## src/rtl/nibble_serial_adder_ctrl.sv

```systemverilog
// Nibble-serial adder: one 4-bit CLA reused over WIDTH/4 cycles, LS nibble first.
// Optional macro NIBBLE_SUB_EN adds a 'sub' port for A-B via ~B + 1.
module nsa_cla4 (
  input  logic [3:0] i_a,
  input  logic [3:0] i_b,
  input  logic       i_c,
  output logic [3:0] o_s,
  output logic       o_c
);
  logic [3:0] w_g;
  logic [3:0] w_p;
  logic [4:0] w_c;

  assign w_g = i_a & i_b;
  assign w_p = i_a ^ i_b;

  assign w_c[0] = i_c;
  assign w_c[1] = w_g[0] | (w_p[0] & i_c);
  assign w_c[2] = w_g[1] | (w_p[1] & w_g[0])
                | (w_p[1] & w_p[0] & i_c);
  assign w_c[3] = w_g[2] | (w_p[2] & w_g[1])
                | (w_p[2] & w_p[1] & w_g[0])
                | (w_p[2] & w_p[1] & w_p[0] & i_c);
  assign w_c[4] = w_g[3] | (w_p[3] & w_g[2])
                | (w_p[3] & w_p[2] & w_g[1])
                | (w_p[3] & w_p[2] & w_p[1] & w_g[0])
                | (w_p[3] & w_p[2] & w_p[1] & w_p[0] & i_c);

  assign o_s = w_p ^ w_c[3:0];
  assign o_c = w_c[4];
endmodule

module nibble_serial_adder_ctrl #(
  parameter int WIDTH = 16
) (
  input  logic             clk,
  input  logic             rst,
  input  logic             in_valid,
  output logic             in_ready,
  input  logic [WIDTH-1:0] in0,
  input  logic [WIDTH-1:0] in1,
  input  logic             carry_in,
`ifdef NIBBLE_SUB_EN
  input  logic             sub,
`endif
  output logic             out_valid,
  input  logic             out_ready,
  output logic [WIDTH-1:0] sum,
  output logic             carry_out,
  output logic             ovf,
  output logic             busy
);
  localparam int NN = WIDTH / 4;
  localparam int IW = $clog2(NN) + 1;
  localparam logic [IW-1:0] LAST = IW'(NN - 1);

  typedef enum logic [1:0] {
    S_IDLE,
    S_RUN,
    S_DONE
  } state_t;

  state_t           r_state;
  logic [WIDTH-1:0] r_a;
  logic [WIDTH-1:0] r_b;
  logic [WIDTH-1:0] r_sum;
  logic [IW-1:0]    r_idx;
  logic             r_carry;
  logic             r_cout;
  logic             r_ovf;

  logic [3:0]       w_a_nib;
  logic [3:0]       w_b_nib;
  logic [3:0]       w_s_nib;
  logic             w_c_nib;
  logic [WIDTH-1:0] w_b_eff;
  logic             w_c_init;

`ifdef NIBBLE_SUB_EN
  // subtract as A + ~B + 1; carry_in is ignored then
  assign w_b_eff  = sub ? ~in1 : in1;
  assign w_c_init = sub | carry_in;
`else
  assign w_b_eff  = in1;
  assign w_c_init = carry_in;
`endif

  assign w_a_nib = r_a[4*r_idx +: 4];
  assign w_b_nib = r_b[4*r_idx +: 4];

  nsa_cla4 u_cla (
    .i_a (w_a_nib),
    .i_b (w_b_nib),
    .i_c (r_carry),
    .o_s (w_s_nib),
    .o_c (w_c_nib)
  );

  always_ff @(posedge clk) begin
    if (rst) begin
      r_state <= S_IDLE;
      r_a     <= '0;
      r_b     <= '0;
      r_sum   <= '0;
      r_idx   <= '0;
      r_carry <= 1'b0;
      r_cout  <= 1'b0;
      r_ovf   <= 1'b0;
    end else begin
      case (r_state)
        S_IDLE: begin
          if (in_valid) begin
            r_a     <= in0;
            r_b     <= w_b_eff;
            r_carry <= w_c_init;
            r_idx   <= '0;
            r_state <= S_RUN;
          end
        end
        S_RUN: begin
          r_sum[4*r_idx +: 4] <= w_s_nib;
          r_carry             <= w_c_nib;
          r_idx               <= r_idx + 1'b1;
          if (r_idx == LAST) begin
            r_cout  <= w_c_nib;
            r_ovf   <= (r_a[WIDTH-1] == r_b[WIDTH-1])
                    && (w_s_nib[3] != r_a[WIDTH-1]);
            r_state <= S_DONE;
          end
        end
        S_DONE: begin
          if (out_ready) r_state <= S_IDLE;
        end
        default: r_state <= S_IDLE;
      endcase
    end
  end

  assign in_ready  = (r_state == S_IDLE);
  assign out_valid = (r_state == S_DONE);
  assign busy      = (r_state != S_IDLE);
  assign sum       = r_sum;
  assign carry_out = r_cout;
  assign ovf       = r_ovf;
endmodule

```

## config.mk

```make
export PLATFORM = sky130hd
export DESIGN_NAME = nibble_serial_adder_ctrl
export DESIGN_NICKNAME = d
export VERILOG_FILES = /design/src/rtl/nibble_serial_adder_ctrl.sv
export SDC_FILE = /design/constraint.sdc
export NUM_CORES = 1
export LEC_CHECK = 0
export BUFFER_PORTS_ARGS = -buffer_cell sky130_fd_sc_hd__buf_2
export CELL_PAD_IN_SITES_DETAIL_PLACEMENT = 0
export CELL_PAD_IN_SITES_GLOBAL_PLACEMENT = 1
export CORE_MARGIN = 2
export CORE_UTILIZATION = 41
export CTS_CLUSTER_DIAMETER = 150
export DETAILED_ROUTE_END_ITERATION = 8
export PLACE_DENSITY_LB_ADDON = 0.1
export SLEW_MARGIN = 20
export SYNTH_ARGS = -nofsm -noshare
export SYNTH_HDL_FRONTEND = slang
export SYNTH_HIERARCHICAL = 1
export SYNTH_SLANG_ARGS = --single-unit
```

## constraint.sdc

```tcl
create_clock -name clk -period 3.58 [get_ports clk]
set_input_delay 0.537 -clock clk [delete_from_list [all_inputs] [get_ports clk]]
set_output_delay 0.537 -clock clk [all_outputs]
set_load 0.01 [all_outputs]
```

**After elaboration in Yosys (flattened, before gate mapping)**

Index checks and enable logic that the tools add are counted.

- Shifts and indexed selects: 4
- Bitwise operators: 29
- Equal/unequal tests: 8
- Multiplexer cells: 9
- Reductions and logical operators: 8
- $add $sub $neg: 2

Operators with widths:

| cell | count |
|---|---|
| 5-bit negator with 34-bit output | 1 |
| 4-bit by 34-bit variable shift with 16-bit output, first input constant | 1 |
| 4-bit by 34-bit variable part select with 16-bit output | 1 |
| 16-bit by 6-bit variable part select with 4-bit output | 2 |
| 1-bit AND | 16 |
| 16-bit bitwise mux | 1 |
| 1-bit OR | 10 |
| 4-bit XOR | 2 |
| 2-bit two-way mux | 3 |
| 2-bit case mux with 3 select lines | 1 |
| 3-bit case mux with 2 select lines | 1 |
| 2-bit AND reduction | 3 |
| 4-bit AND | 1 |
| 2-bit inequality test, second input constant | 2 |
| 2-bit nonzero test | 2 |
| 3-bit by 1-bit adder with 3-bit output, second input constant | 1 |
| 3-bit by 2-bit == test with 1-bit output, second input constant | 1 |
| 3-bit two-way mux | 1 |
| 3-bit AND reduction | 1 |
| 2-bit by 1-bit == test with 1-bit output, second input constant | 1 |
| 2-bit == test, second input constant | 1 |
| 2-bit logical NOT | 1 |
| 2-bit by 1-bit inequality test with 1-bit output, second input constant | 1 |
| 1-bit case mux with 2 select lines | 1 |
| 4 further kinds | 4 |

- Input bits: 37
- Output and inout port bits: 21
- Logic and storage cells: 68
- Flip-flop bits (word level): 56

**Longest topological paths before layout**

- Word-level depth: 9
- Depth in mapped cells: 11
- Depth with buffers taken out: 9

**Cells and area by module**

The synthesis kept the hierarchy.

By module, submodules not included:

| module | area an instance (µm²) | sequential area each (µm²) | cells an instance | instances |
|---|---|---|---|---|
| nibble_serial_adder_ctrl | 2518.7 | 1121.1 | 268 | 1 |
| nsa_cla4 | 147.6 | 0.0 | 17 | 1 |

**Worst setup path before layout**

Ideal clock, no wire load.

- Path kind: reg-to-reg
- From: register r_idx[0]
- To: register r_carry
- Data arrival time: 2.405 ns
- Path slack: 1.043 ns
- Stages on the path, launching flop included: 12
- Setup time: 0.132 ns
- Buffers on the path: 2
- Cell sequence: dfxtp_1 buf_6 buf_12 mux4_1 and2_1 ha_1 a21o_1 a31o_1 a21o_1 nand2b_1 a21oi_1 nor3_1

- Elaborated cells on any way between the ends: 16
- Those cells by class: 2 x shift; 1 x mux; 13 x bitwise

RTL lines:

| item | line | text |
|---|---|---|
| from (decl) | 67 | `logic [IW-1:0] r_idx;` |
| from (signal assigned) | 123 | `r_idx <= r_idx + 1'b1;` |
| 16-bit by 6-bit variable part select with 4-bit output (*) | 89 | `assign w_b_nib = r_b[4*r_idx +: 4];` |
| net w_b_nib[0] | 73 | `logic [3:0] w_b_nib;` |
| 4-bit AND or 4-bit XOR (tied branches) | 14, 15 |  |
| 1-bit AND (on tied branches) | 26, 27 |  |
| 1-bit OR or 1-bit AND (tied branches) | 26, 27 |  |
| 1-bit OR (*) | 27 | `\| (w_p[3] & w_p[2] & w_p[1] & w_p[0] & i_c);` |
| net w_c_nib | 75 | `logic w_c_nib;` |
| 1-bit case mux with 2 select lines (*) | 110 | `case (r_state)` |
| to (signal assigned) | 115 | `r_carry <= w_c_init;` |
| to (signal assigned) | 122 | `r_carry <= w_c_nib;` |
| to (decl) | 68 | `logic r_carry;` |

Mark *: on every way through the listed nets, which the timed path passes. The rest lies on a longest branch.
A chain may end at the register's enable or synchronous reset.

**Worst setup path after layout**

Ends and elaborated chain as after synthesis.

==> summary.txt <==
H-tree depth - 2
DR pass1 iterations - 4
Vias - 2,025
DR iter-0 viols - 62
Clock power frac - 0.278
Post-DRT Antenna Nets - 0
Final nets - 380
Die W - 84.64 µm
Met3 Resource Use GR - 0.03147
Crit-path most repeated cell - a21o_1
EDFF count, synth - 0
Peak VDD IR - 0.0002411 V
# DRC - 0
Total track usage - 0.1602
Clock tree from TritonCTS - yes
CTS Buf Count - 5
Slowest-stage cell, CP - dfxtp_1
Initial core utilization - 0.4223
RSZ-0062 raised after global routing - no
Combinational family with the most area after synthesis - simple AND/OR/NAND/NOR gates
Critical path buffers and inverters - 0
CP max FO - 12
Critical path's largest stage delay - 680 ps
CTS Hold Buffers Added - 0
Critical Path End Type - flip-flop
Storage element area - 1121 µm²
Syn nets - 331
Antenna cells - 0
Initial antenna violation count - 0
Max clock buf depth - 2
Root Buffer - clkbuf_8
NetSw - 0.2959 mW
Seq pwr share - 0.578
Post-CTS Setup Bufs - 0
Met2 Use GR - 0.2656
Most frequent cell after synthesis - nand2_1
Skew-Pair Late Insertion Delay - 300 ps
Global-route wire length before repair - 9439 µm
Fin cells - 411
Vias in the first global route - 2,037
Critical path class - flip-flop to flip-flop
Status - completed
Switching Share - 0.2551
Ys async rst share - 0
Cts repair resizes - 0
Setup_tns - 0 ps
Post-synthesis register bit count - 56
Die area - 7164 µm²
Final Max Tran Viols - 0
Cells after Synth - 285
Core area - 6314 µm²
Via/cell ratio - 4.927
Clock transition at path regs - 90 ps
Post-route clock period utilization - 0.8081
Setup violators final - 0
P per Cell Area - 379.4 nW/µm²
Mapped Avg Cell Area - 9.355 µm²
CP Launch Type - flip-flop
Max cap viols - 0
Setup Skew - 10.61 ps
HPWL Detailed - 3876 µm
Pint - 0.8638 mW
Leak - 1.414 nW
Area of the multi-input gates - 1413 µm²
Synth cell count leaders - 64 x nand2_1, 56 x dfxtp_1, 37 x a21oi_1
Synth top area cells - dfxtp_1 42%, nand2_1 9.0%, mux2i_1 7.1%
Synth cell types - 36
Ys Warns - 6
Mux cell area share after synthesis - 0.1488
Slew headroom - 0.3265
Register area share after synthesis - 0.4205
Synth area leader - dfxtp_1
Gr ovfl total - 0
Detailed-route wire length per cell - 13.16 µm
Fill cell count - 641
Xor and xnor area share after synthesis - 0.009855
WP data required - 3740 ps
Largest net degree at the start of global routing - 41
PortBufs - 57
Routing usage on met1 - 0.2117
Slew @ Worst Pin - 1010 ps
Fin. Hold Viols - 0
Top FF cell, synth - dfxtp_1
Top-area cell type share of the netlist area - 0.4205
Post-synthesis adder-cell area fraction - 0.04505
Post-synthesis compound-gate area fraction - 0.09808
Combinational Power Share - 0.143
Sink Count - 56
Final WL - 5410 µm
Cell Chain, Critical Path - mux4_1 > and2_1 > ha_1 > a21o_1 > a31o_1 > a21o_1 > nand2b_1 > a21oi_1 > nor3_1
Gr busiest metal - met2
Placed insts - 403
Layout overhead on the synthesized area - 14.64%
WP data arrival - 3050 ps
Ports - 58
Hold Crit Class - flip-flop to flip-flop
Simple-gate share of the synthesized area - 0.2257
Mapped Area - 2666 µm²
Die Height - 84.64 µm
Final GP Congestion - 0.7652
Top delay family on crit path - compound AO/OA/AOI/OAI gates
Fmax - 345.7 MHz
Fin crit period - 2893 ps
Site row count - 29
Layout cells sized above 1 - 0.2186
## cells in the final DEF (no fill, tap or decap), drive strengths merged, types with 2 or more instances in the layout
master,count
ha,8
nand2,64
nand3b,3
a22oi,2
buf,60
xnor2,2
dfxtp,56
mux4,8
nor2b,2
a21oi,37
mux2i,19
a21o,3
nor3,2
inv,10
and2,8
nand2b,22
nor2,6
clkbuf,6
or3b,2
## state kept, by name (all words and copies together), names as in the netlist
signal	flops
r_a	16
r_b	16
sum	16
r_idx	3
r_state	2
carry_out	1
ovf	1
r_carry	1
## per-layer routing
layer / routed length [µm] / share of wire
met5: 0 / 0
met4: 52 / 0.0096
met3: 197 / 0.036
met2: 2497 / 0.46
met1: 2662 / 0.49
## cell families (layout without fill, tap and decap cells)
logic type | after synthesis | count (layout)
XOR/XNOR | 3 | 3
multiplexers | 27 | 27
AO/OA/AOI/OAI | 46 | 46
adder cells (fa/ha/maj) | 9 | 9
buffers and inverters | 28 | 77
AND/OR/NAND/NOR | 116 | 116
flip-flops | 56 | 56
## final timing paths
check            from  endpoint  slack (ps)  cells past startpoint
max reg2reg  r_idx[0]   r_carry         690                      9
min reg2reg    r_a[4]    r_a[4]         460                      2
min            r_a[4]    r_a[4]         460                      2
max          r_idx[0]   r_carry         690                      9
## power groups by stage
stage          Clock [mW]  Sequential (mW)  Combinational [mW]
5_1_grt             0.358            0.676               0.189
4_1_cts             0.336            0.672               0.167
6_report            0.323            0.671               0.166
2_1_floorplan           0            0.674               0.131
3_3_place_gp            0            0.686               0.164
3_5_place_dp            0            0.686               0.166
## worst register-to-register path: cells and delay by family (launching register included)
family          cells  cell delay (ps)
fa+ha+maj           1              260
compound gates      4              770
flops               1              680
simple gates        3              390
mux                 1              640
## final cells by class
class,count,share of cell area
clock inverter,1,0.001637
inverter,10,0.01228
tap,77,0.03152
sequential,56,0.3668
clock buffer,6,0.02374
timing repair buffer,60,0.1019
multi-input combinational,201,0.4621
## metrics by stage
step                hold slack (ps)  worst slack (ps)  utilization  power, mW  instance area, µm²
global placement              442.0             769.1       0.4701     0.8499                2968
CTS                           455.9             688.0       0.4824      1.175                3045
global route                  464.3             461.4       0.4841      1.223                3057
finish                        459.0             687.0       0.4841      1.160                3057
detailed placement            448.6             717.6       0.4701     0.8527                2968
floorplan                     431.5              1043            -     0.8049                2666
No activity file was read; power rests on OpenSTA's default activity.
